### config.mk
export PLATFORM = sky130hd
export DESIGN_NAME = vga_tile_engine
export DESIGN_NICKNAME = d
export VERILOG_FILES = /design/src/rtl/vga_tile_engine_pkg.sv /design/src/rtl/vga_tile_engine_timing_gen.sv /design/src/rtl/vga_tile_engine.sv
export SDC_FILE = /design/constraint.sdc
export NUM_CORES = 1
export LEC_CHECK = 0
export ABC_AREA = 1
export CAP_MARGIN = 20
export CORE_MARGIN = 2
export CORE_UTILIZATION = 30
export CTS_CLUSTER_DIAMETER = 30
export CTS_CLUSTER_SIZE = 10
export DETAILED_ROUTE_END_ITERATION = 8
export HOLD_SLACK_MARGIN = 0.1
export PLACE_DENSITY = 0.55
export SLEW_MARGIN = 15
export SYNTH_ARGS = -nofsm -noshare
export SYNTH_HDL_FRONTEND = slang
export SYNTH_SLANG_ARGS = --single-unit
export TNS_END_PERCENT = 1
### constraint.sdc
create_clock -name CLOCK_50M -period 4.4 [get_ports CLOCK_50M]
set_clock_uncertainty 0.15 [all_clocks]
set_input_delay 1.1 -clock CLOCK_50M [delete_from_list [all_inputs] [get_ports CLOCK_50M]]
set_output_delay 1.1 -clock CLOCK_50M [all_outputs]
set_load 0.02 [all_outputs]
### src/rtl/vga_tile_engine_pkg.sv
// Shared timing defaults, state encoding and the video flag bundle
// for the VGA tile engine and its timing generator.
package vga_tile_engine_pkg;

  localparam int DEF_PIXEL_DIV = 2;
  localparam int DEF_H_ACTIVE  = 640;
  localparam int DEF_H_FPORCH  = 16;
  localparam int DEF_H_SYNC    = 96;
  localparam int DEF_H_BPORCH  = 48;
  localparam int DEF_V_ACTIVE  = 480;
  localparam int DEF_V_FPORCH  = 10;
  localparam int DEF_V_SYNC    = 2;
  localparam int DEF_V_BPORCH  = 33;

  typedef enum logic {
    ST_IDLE,
    ST_CLEAR
  } wr_state_t;

  typedef struct packed {
    logic pix_en;
    logic h_last;
    logic v_last;
    logic active;
    logic hs_act;
    logic vs_act;
  } vid_t;

  function automatic int total(
    input int a,
    input int b,
    input int c,
    input int d
  );
    return a + b + c + d;
  endfunction

endpackage

### src/rtl/vga_tile_engine_timing_gen.sv
// Pixel-enable divider, h/v counters, sync/active flags and frame pulse.
// Flags are combinational from the counters; the consumer registers them.
module vga_tile_engine_timing_gen
  import vga_tile_engine_pkg::*;
#(
  parameter int PIXEL_DIV = DEF_PIXEL_DIV,
  parameter int H_ACTIVE  = DEF_H_ACTIVE,
  parameter int H_FPORCH  = DEF_H_FPORCH,
  parameter int H_SYNC    = DEF_H_SYNC,
  parameter int H_BPORCH  = DEF_H_BPORCH,
  parameter int V_ACTIVE  = DEF_V_ACTIVE,
  parameter int V_FPORCH  = DEF_V_FPORCH,
  parameter int V_SYNC    = DEF_V_SYNC,
  parameter int V_BPORCH  = DEF_V_BPORCH
) (
  input  logic i_clk,
  input  logic i_rst_n,
  output vid_t o_vid,
  output logic o_frame
);

  localparam int H_TOTAL =
    total(H_ACTIVE, H_FPORCH, H_SYNC, H_BPORCH);
  localparam int V_TOTAL =
    total(V_ACTIVE, V_FPORCH, V_SYNC, V_BPORCH);
  localparam int DW  = (PIXEL_DIV > 1) ? $clog2(PIXEL_DIV) : 1;
  localparam int HW  = $clog2(H_TOTAL);
  localparam int VW  = $clog2(V_TOTAL);
  localparam int HS0 = H_ACTIVE + H_FPORCH;
  localparam int HS1 = HS0 + H_SYNC;
  localparam int VS0 = V_ACTIVE + V_FPORCH;
  localparam int VS1 = VS0 + V_SYNC;

  logic [DW-1:0] r_div;
  logic [HW-1:0] r_h;
  logic [VW-1:0] r_v;
  logic          r_frame;
  logic          w_pix_en;
  logic          w_h_last;
  logic          w_v_last;

  assign w_pix_en = (r_div == '0);
  assign w_h_last = (r_h == HW'(H_TOTAL - 1));
  assign w_v_last = (r_v == VW'(V_TOTAL - 1));

  always_ff @(posedge i_clk or negedge i_rst_n) begin
    if (!i_rst_n) begin
      r_div   <= '0;
      r_h     <= '0;
      r_v     <= '0;
      r_frame <= 1'b0;
    end else begin
      r_div   <= (r_div == DW'(PIXEL_DIV - 1)) ? '0 : r_div + 1'b1;
      r_frame <= w_pix_en & w_h_last & w_v_last;
      if (w_pix_en) begin
        r_h <= w_h_last ? '0 : r_h + 1'b1;
        if (w_h_last)
          r_v <= w_v_last ? '0 : r_v + 1'b1;
      end
    end
  end

  assign o_vid.pix_en = w_pix_en;
  assign o_vid.h_last = w_h_last;
  assign o_vid.v_last = w_v_last;
  assign o_vid.active = (32'(r_h) < H_ACTIVE) && (32'(r_v) < V_ACTIVE);
  assign o_vid.hs_act = (32'(r_h) >= HS0) && (32'(r_h) < HS1);
  assign o_vid.vs_act = (32'(r_v) >= VS0) && (32'(r_v) < VS1);
  assign o_frame      = r_frame;

endmodule

### src/rtl/vga_tile_engine.sv
// Tile-bitmap VGA renderer: tile map with write/shift/clear port,
// cursor outline and registered colour/sync outputs.
module vga_tile_engine
  import vga_tile_engine_pkg::*;
#(
  parameter int PIXEL_DIV = DEF_PIXEL_DIV,
  parameter int H_ACTIVE  = DEF_H_ACTIVE,
  parameter int H_FPORCH  = DEF_H_FPORCH,
  parameter int H_SYNC    = DEF_H_SYNC,
  parameter int H_BPORCH  = DEF_H_BPORCH,
  parameter int V_ACTIVE  = DEF_V_ACTIVE,
  parameter int V_FPORCH  = DEF_V_FPORCH,
  parameter int V_SYNC    = DEF_V_SYNC,
  parameter int V_BPORCH  = DEF_V_BPORCH,
  parameter bit HSYNC_POL = 1'b0,
  parameter bit VSYNC_POL = 1'b0,
  parameter int TILE_SIZE = 40,
  parameter int TILES_X   = 16,
  parameter int TILES_Y   = 12,
  parameter int ADDR_W    = 8,
  parameter int COLOR_W   = 4
) (
  input  logic                 CLOCK_50M,
  input  logic                 RESET_N,
  input  logic                 WR_VALID,
  output logic                 WR_READY,
  input  logic                 WR_MODE,
  input  logic [ADDR_W-1:0]    WR_ADDR,
  input  logic                 WR_DATA,
  output logic                 WR_ERR,
  input  logic                 CLR_START,
  output logic                 CLR_BUSY,
  input  logic [ADDR_W-1:0]    CURSOR_X,
  input  logic [ADDR_W-1:0]    CURSOR_Y,
  input  logic [3*COLOR_W-1:0] FG_COLOR,
  input  logic [3*COLOR_W-1:0] BG_COLOR,
  input  logic [3*COLOR_W-1:0] CUR_COLOR,
  output logic [COLOR_W-1:0]   VGA_R,
  output logic [COLOR_W-1:0]   VGA_G,
  output logic [COLOR_W-1:0]   VGA_B,
  output logic                 VGA_HSYNC,
  output logic                 VGA_VSYNC,
  output logic                 FRAME_START
);

  localparam int TILES = TILES_X * TILES_Y;
  localparam int CW    = $clog2(TILES_X + 1);
  localparam int RW    = $clog2(TILES_Y + 1);
  localparam int SW    = $clog2(TILE_SIZE + 1);
  localparam int PW    = 3 * COLOR_W;

  vid_t            w_vid;
  wr_state_t       r_state;
  logic [TILES-1:0] r_map;
  logic [ADDR_W-1:0] r_clr_idx;
  logic            r_busy;
  logic            r_err;
  logic [SW-1:0]   r_sub_x;
  logic [SW-1:0]   r_sub_y;
  logic [CW-1:0]   r_tcol;
  logic [RW-1:0]   r_trow;
  logic [PW-1:0]   r_rgb;
  logic            r_hs;
  logic            r_vs;
  logic            w_col_out;
  logic            w_row_out;
  logic            w_in_grid;
  logic            w_sub_x_end;
  logic            w_sub_y_end;
  logic            w_edge;
  logic            w_cursor;
  logic            w_fg;
  logic            w_map_bit;
  logic            w_addr_ok;
  logic [ADDR_W-1:0] w_idx;
  logic [PW-1:0]   w_color;

  vga_tile_engine_timing_gen #(
    .PIXEL_DIV (PIXEL_DIV),
    .H_ACTIVE  (H_ACTIVE),
    .H_FPORCH  (H_FPORCH),
    .H_SYNC    (H_SYNC),
    .H_BPORCH  (H_BPORCH),
    .V_ACTIVE  (V_ACTIVE),
    .V_FPORCH  (V_FPORCH),
    .V_SYNC    (V_SYNC),
    .V_BPORCH  (V_BPORCH)
  ) u_timing (
    .i_clk   (CLOCK_50M),
    .i_rst_n (RESET_N),
    .o_vid   (w_vid),
    .o_frame (FRAME_START)
  );

  assign w_col_out   = (r_tcol == CW'(TILES_X));
  assign w_row_out   = (r_trow == RW'(TILES_Y));
  assign w_in_grid   = !w_col_out && !w_row_out;
  assign w_sub_x_end = (r_sub_x == SW'(TILE_SIZE - 1));
  assign w_sub_y_end = (r_sub_y == SW'(TILE_SIZE - 1));

  // Tile position tracks h/v counters; column/row saturate past the grid.
  always_ff @(posedge CLOCK_50M or negedge RESET_N) begin
    if (!RESET_N) begin
      r_sub_x <= '0;
      r_tcol  <= '0;
      r_sub_y <= '0;
      r_trow  <= '0;
    end else if (w_vid.pix_en) begin
      if (w_vid.h_last) begin
        r_sub_x <= '0;
        r_tcol  <= '0;
        if (w_vid.v_last) begin
          r_sub_y <= '0;
          r_trow  <= '0;
        end else if (w_sub_y_end) begin
          r_sub_y <= '0;
          if (!w_row_out)
            r_trow <= r_trow + 1'b1;
        end else begin
          r_sub_y <= r_sub_y + 1'b1;
        end
      end else if (w_sub_x_end) begin
        r_sub_x <= '0;
        if (!w_col_out)
          r_tcol <= r_tcol + 1'b1;
      end else begin
        r_sub_x <= r_sub_x + 1'b1;
      end
    end
  end

  assign w_idx     = ADDR_W'(int'(r_trow) * TILES_X + int'(r_tcol));
  assign w_map_bit = |(r_map & (TILES'(1) << w_idx));
  assign w_edge    = (r_sub_x == '0) || w_sub_x_end ||
                     (r_sub_y == '0) || w_sub_y_end;
  assign w_cursor  = w_in_grid && w_edge &&
                     (ADDR_W'(r_tcol) == CURSOR_X) &&
                     (ADDR_W'(r_trow) == CURSOR_Y);
  assign w_fg      = w_in_grid && w_map_bit && !w_cursor;

  always_comb begin
    w_color = BG_COLOR;
    unique case (1'b1)
      w_cursor: w_color = CUR_COLOR;
      w_fg:     w_color = FG_COLOR;
      default:  w_color = BG_COLOR;
    endcase
  end

  always_ff @(posedge CLOCK_50M or negedge RESET_N) begin
    if (!RESET_N) begin
      r_rgb <= '0;
      r_hs  <= !HSYNC_POL;
      r_vs  <= !VSYNC_POL;
    end else if (w_vid.pix_en) begin
      r_rgb <= w_vid.active ? w_color : '0;
      r_hs  <= w_vid.hs_act ? HSYNC_POL : !HSYNC_POL;
      r_vs  <= w_vid.vs_act ? VSYNC_POL : !VSYNC_POL;
    end
  end

  assign w_addr_ok = (32'(WR_ADDR) < TILES);

  // Clear takes priority over a same-cycle write; one tile per cycle.
  always_ff @(posedge CLOCK_50M or negedge RESET_N) begin
    if (!RESET_N) begin
      r_state   <= ST_IDLE;
      r_map     <= '0;
      r_clr_idx <= '0;
      r_busy    <= 1'b0;
      r_err     <= 1'b0;
    end else begin
      r_err <= 1'b0;
      unique case (r_state)
        ST_IDLE: begin
          if (CLR_START) begin
            r_state   <= ST_CLEAR;
            r_busy    <= 1'b1;
            r_clr_idx <= '0;
          end else if (WR_VALID) begin
            if (WR_MODE)
              r_map <= {r_map[TILES-2:0], WR_DATA};
            else if (w_addr_ok)
              r_map <= (r_map & ~(TILES'(1) << WR_ADDR)) |
                       (TILES'(WR_DATA) << WR_ADDR);
            else
              r_err <= 1'b1;
          end
        end
        ST_CLEAR: begin
          r_map <= r_map & ~(TILES'(1) << r_clr_idx);
          if (r_clr_idx == ADDR_W'(TILES - 1)) begin
            r_state <= ST_IDLE;
            r_busy  <= 1'b0;
          end else begin
            r_clr_idx <= r_clr_idx + 1'b1;
          end
        end
        default: r_state <= ST_IDLE;
      endcase
    end
  end

  assign WR_READY  = !r_busy;
  assign CLR_BUSY  = r_busy;
  assign WR_ERR    = r_err;
  assign VGA_R     = r_rgb[3*COLOR_W-1:2*COLOR_W];
  assign VGA_G     = r_rgb[2*COLOR_W-1:COLOR_W];
  assign VGA_B     = r_rgb[COLOR_W-1:0];
  assign VGA_HSYNC = r_hs;
  assign VGA_VSYNC = r_vs;

endmodule

==> flow_summary.toml, run 1 <==
[clocking]
cts_tree = "done"
root_buffer = "clkbuf_16"
post_cts_resized = 0
cts_sinks = 260
numCtsBuffers = 90
clk_latency_ns = 0.64
cts.htree.levels = 3
clk_pin_slew_ns = 0.05
cts_hold_buf = 0
postCtsSetupBuffers = 0
clockBufferDepth = 3

[floorplanning]
core_area_sq_um = 71700
ios = 84
start_util = 0.304
die-area_sq_um = 74900
rows = 98
die_h_um = 274
die_width_um = 274

[logic_synthesis]
syn_inst = 3494
yosysSeqAreaShare = 0.298
synthTopCellsByArea = "dfrtp_1 (30%), nor2_1 (12%), nand3_1 (10%), nand2_1 (9.8%), a31oi_1 (7.1%)"
synth_top_area_cell = "dfrtp_1"
async_flop_share = 1.00
synth_area_per_cell_sq_um = 6.24
synth.top_cell.area_share = 0.296
synth.distinct_cells = 44
synth_warnings = 0
mappedNetlistNets = 3584
ys.flop_type = "dfrtp_1"
synth.top_cells.by_count = "nor2_1 (680), nand2_1 (572), nand3_1 (456)"
yosysMostFrequentCell = "nor2_1"
synth_edf_count = 0
synth-seq-cells = 260
synth_area_sq_um = 21800

[sta]
setup_viol = 0
hold_violations = 0
tns_ns = 0
slew_viol_final = 0
slew_headroom = 0.286
rsz0062_at_grt = "false"
worstMarginPinSlew_ns = 1.07
period_share = 0.880
post-route-min-period_ns = 3.87
max_freq_mhz = 258

[power_and_ir_drop]
pwr-share-comb = 0.048
power.leakage_nw = 11.1
p_total_mw = 9.26
ir_drop_mv = 0.264
clkPwrFrac = 0.691
seqPwrFrac = 0.260
p_switching_mw = 2.22
swShare = 0.240
p_per_area_nw_per_um2 = 350
p_int_mw = 7.04

[final_layout]
drive_gt1_frac = 0.0734
final_nets = 3541
fill_cells = 7754
area_delta_synth_final_pct = 21.4
diodes = 0

[flow_run]
max_cap_violations = 0

[route]
remaining_drc_errors = 0
detail-route-antenna-nets = 0
totalWireLength_mm = 105
drt_pass1_iterations = 6
via_per_inst = 5.88
wl_per_cell_um = 23.4
vias = 26300
drt_iter0_markers = 3630

[placed_design]
dp_hpwl_mm = 68.0
globalplace.congestion = 1.01
numPortBuffers = 83

[setup_path]
r2r-end = "r_rgb[2]$_DFFE_PN0N_"
rr_worst_depth = 17
reg2reg_from = "r_tcol[4]$_DFFE_PN0P_"
cp-endpoint = "r_rgb[2]$_DFFE_PN0N_"
cp-startpoint = "r_tcol[4]$_DFFE_PN0P_"
critPathKind = "reg -> reg"
crit_path_start_kind = "flop"
end_kind = "flop"
required_ns = 4.81
crit_arrival_ns = 4.28
r2r_slack_ns = 0.53
crit_fanout = 38

[global_routing]
grt_usage = 0.275
antenna_found_initial = 1
grt_pass1_wl_mm = 157
grt_pass1_vias = 24300
grt_max_degree = 180
overflow = 0

[min_path]
hp-class = "reg -> reg"

[run_status]
outcome = "finished, final reports clean"
-- power groups by stage --
stage	sequential, mW	combinational, mW	clock, mW
6_report	2.41	0.447	6.40
5_1_grt	2.41	0.471	6.64
4_1_cts	2.41	0.438	6.48
3_5_place_dp	2.44	0.438	0
3_3_place_gp	2.44	0.437	0
2_1_floorplan	2.45	0.175	0
-- metrics by stage --
| step | hold WS [ns] | area [sq um] | instances | setup slack [ns] | util |
|---|---|---|---|---|---|
| 2_1_floorplan | 0.317 | 21800 | 3494 | 1.60 | - |
| 3_3_place_gp | 0.311 | 23400 | 4308 | 0.599 | 0.326 |
| 3_5_place_dp | 0.314 | 23400 | 4308 | 0.610 | 0.326 |
| 4_1_cts | 0.327 | 26500 | 4476 | 0.638 | 0.369 |
| 5_1_grt | 0.349 | 26500 | 4477 | 0.352 | 0.369 |
| 6_report | 0.321 | 26500 | 4477 | 0.527 | 0.369 |
-- how the worst min path moves through the flow --
stage	endpoint	from	cells after the start
2_1_floorplan	u_timing.r_h[8]$_DFFE_PN0N_	u_timing.r_h[8]$_DFFE_PN0N_	1
3_3_place_gp	r_rgb[9]$_DFFE_PN0N_	r_rgb[9]$_DFFE_PN0N_	2
3_5_place_dp	r_rgb[0]$_DFFE_PN0N_	r_rgb[0]$_DFFE_PN0N_	2
4_1_cts	r_rgb[0]$_DFFE_PN0N_	r_rgb[0]$_DFFE_PN0N_	2
5_1_grt	r_rgb[4]$_DFFE_PN0N_	r_rgb[4]$_DFFE_PN0N_	2
6_report	r_rgb[0]$_DFFE_PN0N_	r_rgb[0]$_DFFE_PN0N_	2
-- worst max-delay path: stages, from the launching register on --
cell	delay [ns]
dfrtp_1	0.40
ha_1	0.22
ha_2	0.31
inv_2	0.66
nor2_1	0.25
nand3_1	0.19
nand2_1	0.07
nor2_1	0.23
nand2_1	0.09
nor2_1	0.11
nand2_1	0.06
nand2_1	0.08
nand3_2	0.23
nand2_4	0.25
nand2_2	0.16
nand3_1	0.13
nand3_1	0.08
nand2_1	0.09
-- routing by layer --
| layer | vias up | part of all wire | global-route usage |
|---|---|---|---|
| met5 | - | 0.00011 | 0 |
| met4 | 2 | 0.044 | 0.129 |
| li1 | 12100 | - | - |
| met3 | 280 | 0.10 | 0.0575 |
| met2 | 1485 | 0.43 | 0.404 |
| met1 | 12400 | 0.43 | 0.382 |
-- placed cells by master, fill, tap and decap left out, types with 6 or more instances in the layout --
master	instances
o311ai_1	10
o221ai_1	34
nand4_1	72
a21oi_1	186
o211ai_1	61
xor2_1	10
clkdlybuf4s50_1	78
a31oi_1	247
clkbuf_8	31
clkinv_1	6
inv_1	182
buf_12	17
clkbuf_1	15
nor2_1	678
nand3b_1	8
clkbuf_16	92
dfrtp_1	255
or2_2	6
nor4_1	9
o21ai_0	241
nand2_1	572
o311ai_0	20
a21boi_0	9
buf_4	50
nand3_1	456
o31ai_1	6
clkinv_2	20
ha_1	23
inv_2	6
nor3_1	68
-- cell type report --
class	count	area, sq um	area share
Timing Repair Buffer	149	1530	0.0579
Multi-Input combinational cell	2752	13400	0.506
Sequential cell	260	6520	0.246
Clock buffer	138	2790	0.105
Tap cell	950	1190	0.0449
Inverter	198	753	0.0284
Clock inverter	30	299	0.0113
-- sequential cells by signal, indices dropped and copies added, names as in the netlist, 4 cells and up --
register / cells
r_sub_x: 6
r_clr_idx: 8
u_timing.r_v: 10
u_timing.r_h: 10
r_trow: 4
r_rgb: 12
r_sub_y: 6
r_map: 192
r_tcol: 5
-- logic make-up (layout without fill, tap and decap cells) --
| family | Yosys count | count (layout) | share of synthesized area |
|---|---|---|---|
| AND/OR/NAND/NOR | 1883 | 1883 | 0.368 |
| buffers and inverters | 482 | 515 | 0.0880 |
| adder cells (fa/ha/maj) | 24 | 24 | 0.0138 |
| AO/OA/AOI/OAI | 832 | 832 | 0.226 |
| XOR/XNOR | 13 | 13 | 0.00522 |
| flip-flops | 260 | 260 | 0.298 |
No activity file was read; power rests on OpenSTA's default activity.
==> inputs of run 2 (changes only) <==
- CORE_UTILIZATION: 30 -> 31
- PLACE_DENSITY: 0.55 -> 0.56
- SKIP_LAST_GASP: not set -> 1
==> flow_summary.toml, run 2 (synthesis results as in run 1) <==
[global_routing]
grt_pass1_vias = 24300
grt_pass1_wl_mm = 154
grt_max_degree = 205
grt_usage = 0.273
antenna_found_initial = 2
overflow = 0

[clocking]
clk_pin_slew_ns = 0.04
clockBufferDepth = 3
cts_hold_buf = 0
cts_tree = "done"
cts.htree.levels = 3
clk_latency_ns = 0.64
cts_sinks = 260
postCtsSetupBuffers = 0
post_cts_resized = 0
root_buffer = "clkbuf_16"
numCtsBuffers = 96

[setup_path]
r2r-end = "r_rgb[9]$_DFFE_PN0N_"
r2r_slack_ns = 0.64
crit_path_start_kind = "flop"
critPathKind = "reg -> reg"
end_kind = "flop"
crit_arrival_ns = 4.11
rr_worst_depth = 17
required_ns = 4.75
crit_fanout = 13
cp-endpoint = "r_rgb[9]$_DFFE_PN0N_"
cp-startpoint = "r_tcol[1]$_DFFE_PN0P_"
reg2reg_from = "r_tcol[1]$_DFFE_PN0P_"

[sta]
post-route-min-period_ns = 3.76
max_freq_mhz = 266
hold_violations = 0
period_share = 0.855
rsz0062_at_grt = "false"
tns_ns = 0
slew_viol_final = 0
setup_viol = 0
slew_headroom = 0.277
worstMarginPinSlew_ns = 1.09

[floorplanning]
core_area_sq_um = 69800
die_h_um = 269
die-area_sq_um = 72500
ios = 84
die_width_um = 269
start_util = 0.313
rows = 97

[placed_design]
numPortBuffers = 83
dp_cells = 4293
dp_hpwl_mm = 65.5
globalplace.congestion = 1.10

[final_layout]
final_nets = 3542
largest_register = "r_map"
final_cell_mix = "nor2_1 (678), nand2_1 (572), nand3_1 (456)"
drive_gt1_frac = 0.0731
reg_top3 = "r_map (192), r_rgb (12)"
layout_commonest_cell = "nor2_1"
instances_no_fill = 4472
fill_cells = 7327
largest_register_ffs = 192
area_delta_synth_final_pct = 22.7

[route]
wl_per_cell_um = 22.8
totalWireLength_mm = 102
vias = 26500
drt_pass1_iterations = 7
detail-route-antenna-nets = 0
drt_iter0_markers = 3770
via_per_inst = 5.92
remaining_drc_errors = 0

[flow_run]
max_cap_violations = 0

[min_path]
hp-class = "in -> async"

[run_status]
outcome = "finished, final reports clean"

[power_and_ir_drop]
power.leakage_nw = 11.2
ir_drop_mv = 0.284
p_per_area_nw_per_um2 = 376
-- run 2: worst min-delay path by stage --
stage,start,end
after detailed placement,r_rgb[5]$_DFFE_PN0N_,r_rgb[5]$_DFFE_PN0N_
after CTS,RESET_N,CLR_BUSY$_DFFE_PN0P_
after global routing,RESET_N,CLR_BUSY$_DFFE_PN0P_
after floorplan,u_timing.r_h[8]$_DFFE_PN0N_,u_timing.r_h[8]$_DFFE_PN0N_
final,RESET_N,CLR_BUSY$_DFFE_PN0P_
after global placement,r_rgb[8]$_DFFE_PN0N_,r_rgb[8]$_DFFE_PN0N_
-- run 2: area by class of cell --
cell class	instances	area, sq um	share of cell area
Antenna cell	1	2.50	0.0000935
Timing Repair Buffer	144	1470	0.0550
Clock buffer	141	2830	0.106
Tap cell	940	1180	0.0440
Clock inverter	36	599	0.0224
Sequential cell	260	6520	0.244
Multi-Input combinational cell	2752	13400	0.501
Inverter	198	752	0.0281
-- run 2: through the flow --
step / util / power (mW) / instance area (sq um) / worst slack, ns / hold slack, ns
after floorplan: - / 2.63 / 21800 / 1.60 / 0.317
after global routing: 0.383 / 10.3 / 26700 / 0.416 / 0.149
after CTS: 0.383 / 10.1 / 26700 / 0.787 / 0.137
final: 0.383 / 10.1 / 26800 / 0.639 / 0.148
after detailed placement: 0.334 / 2.87 / 23300 / 0.563 / 0.314
after global placement: 0.334 / 2.87 / 23300 / 0.579 / 0.313
-- run 2: power by group --
group	leakage (nW)	total, mW	internal (mW)	switching, mW
Sequential	2.77	2.41	2.41	0.00313
Clock	1.68	7.20	5.25	1.95
Combinational	6.72	0.440	0.109	0.331
-- run 2: critical path, cell delays in order, from the launching register on --
cell     delay [ns]
dfrtp_1        0.41
inv_1          0.17
ha_1           0.48
nand3_1        0.21
nor2_1         0.44
nand4_1        0.33
o21ai_1        0.28
nor2_1         0.07
nand2_1        0.08
nor2_1         0.04
nand2_1        0.05
nand2_1        0.08
nand3_2        0.23
nand2_4        0.18
nand2_2        0.19
nand3_1        0.09
nand3_1        0.10
nand2_1        0.06
-- run 2: per-layer routing --
metal	GRT usage	vias up	routed length, um
li1	-	12100	-
met5	0	-	10
met4	0.150	2	5600
met1	0.375	12400	41900
met3	0.0600	334	11600
met2	0.396	1628	43000
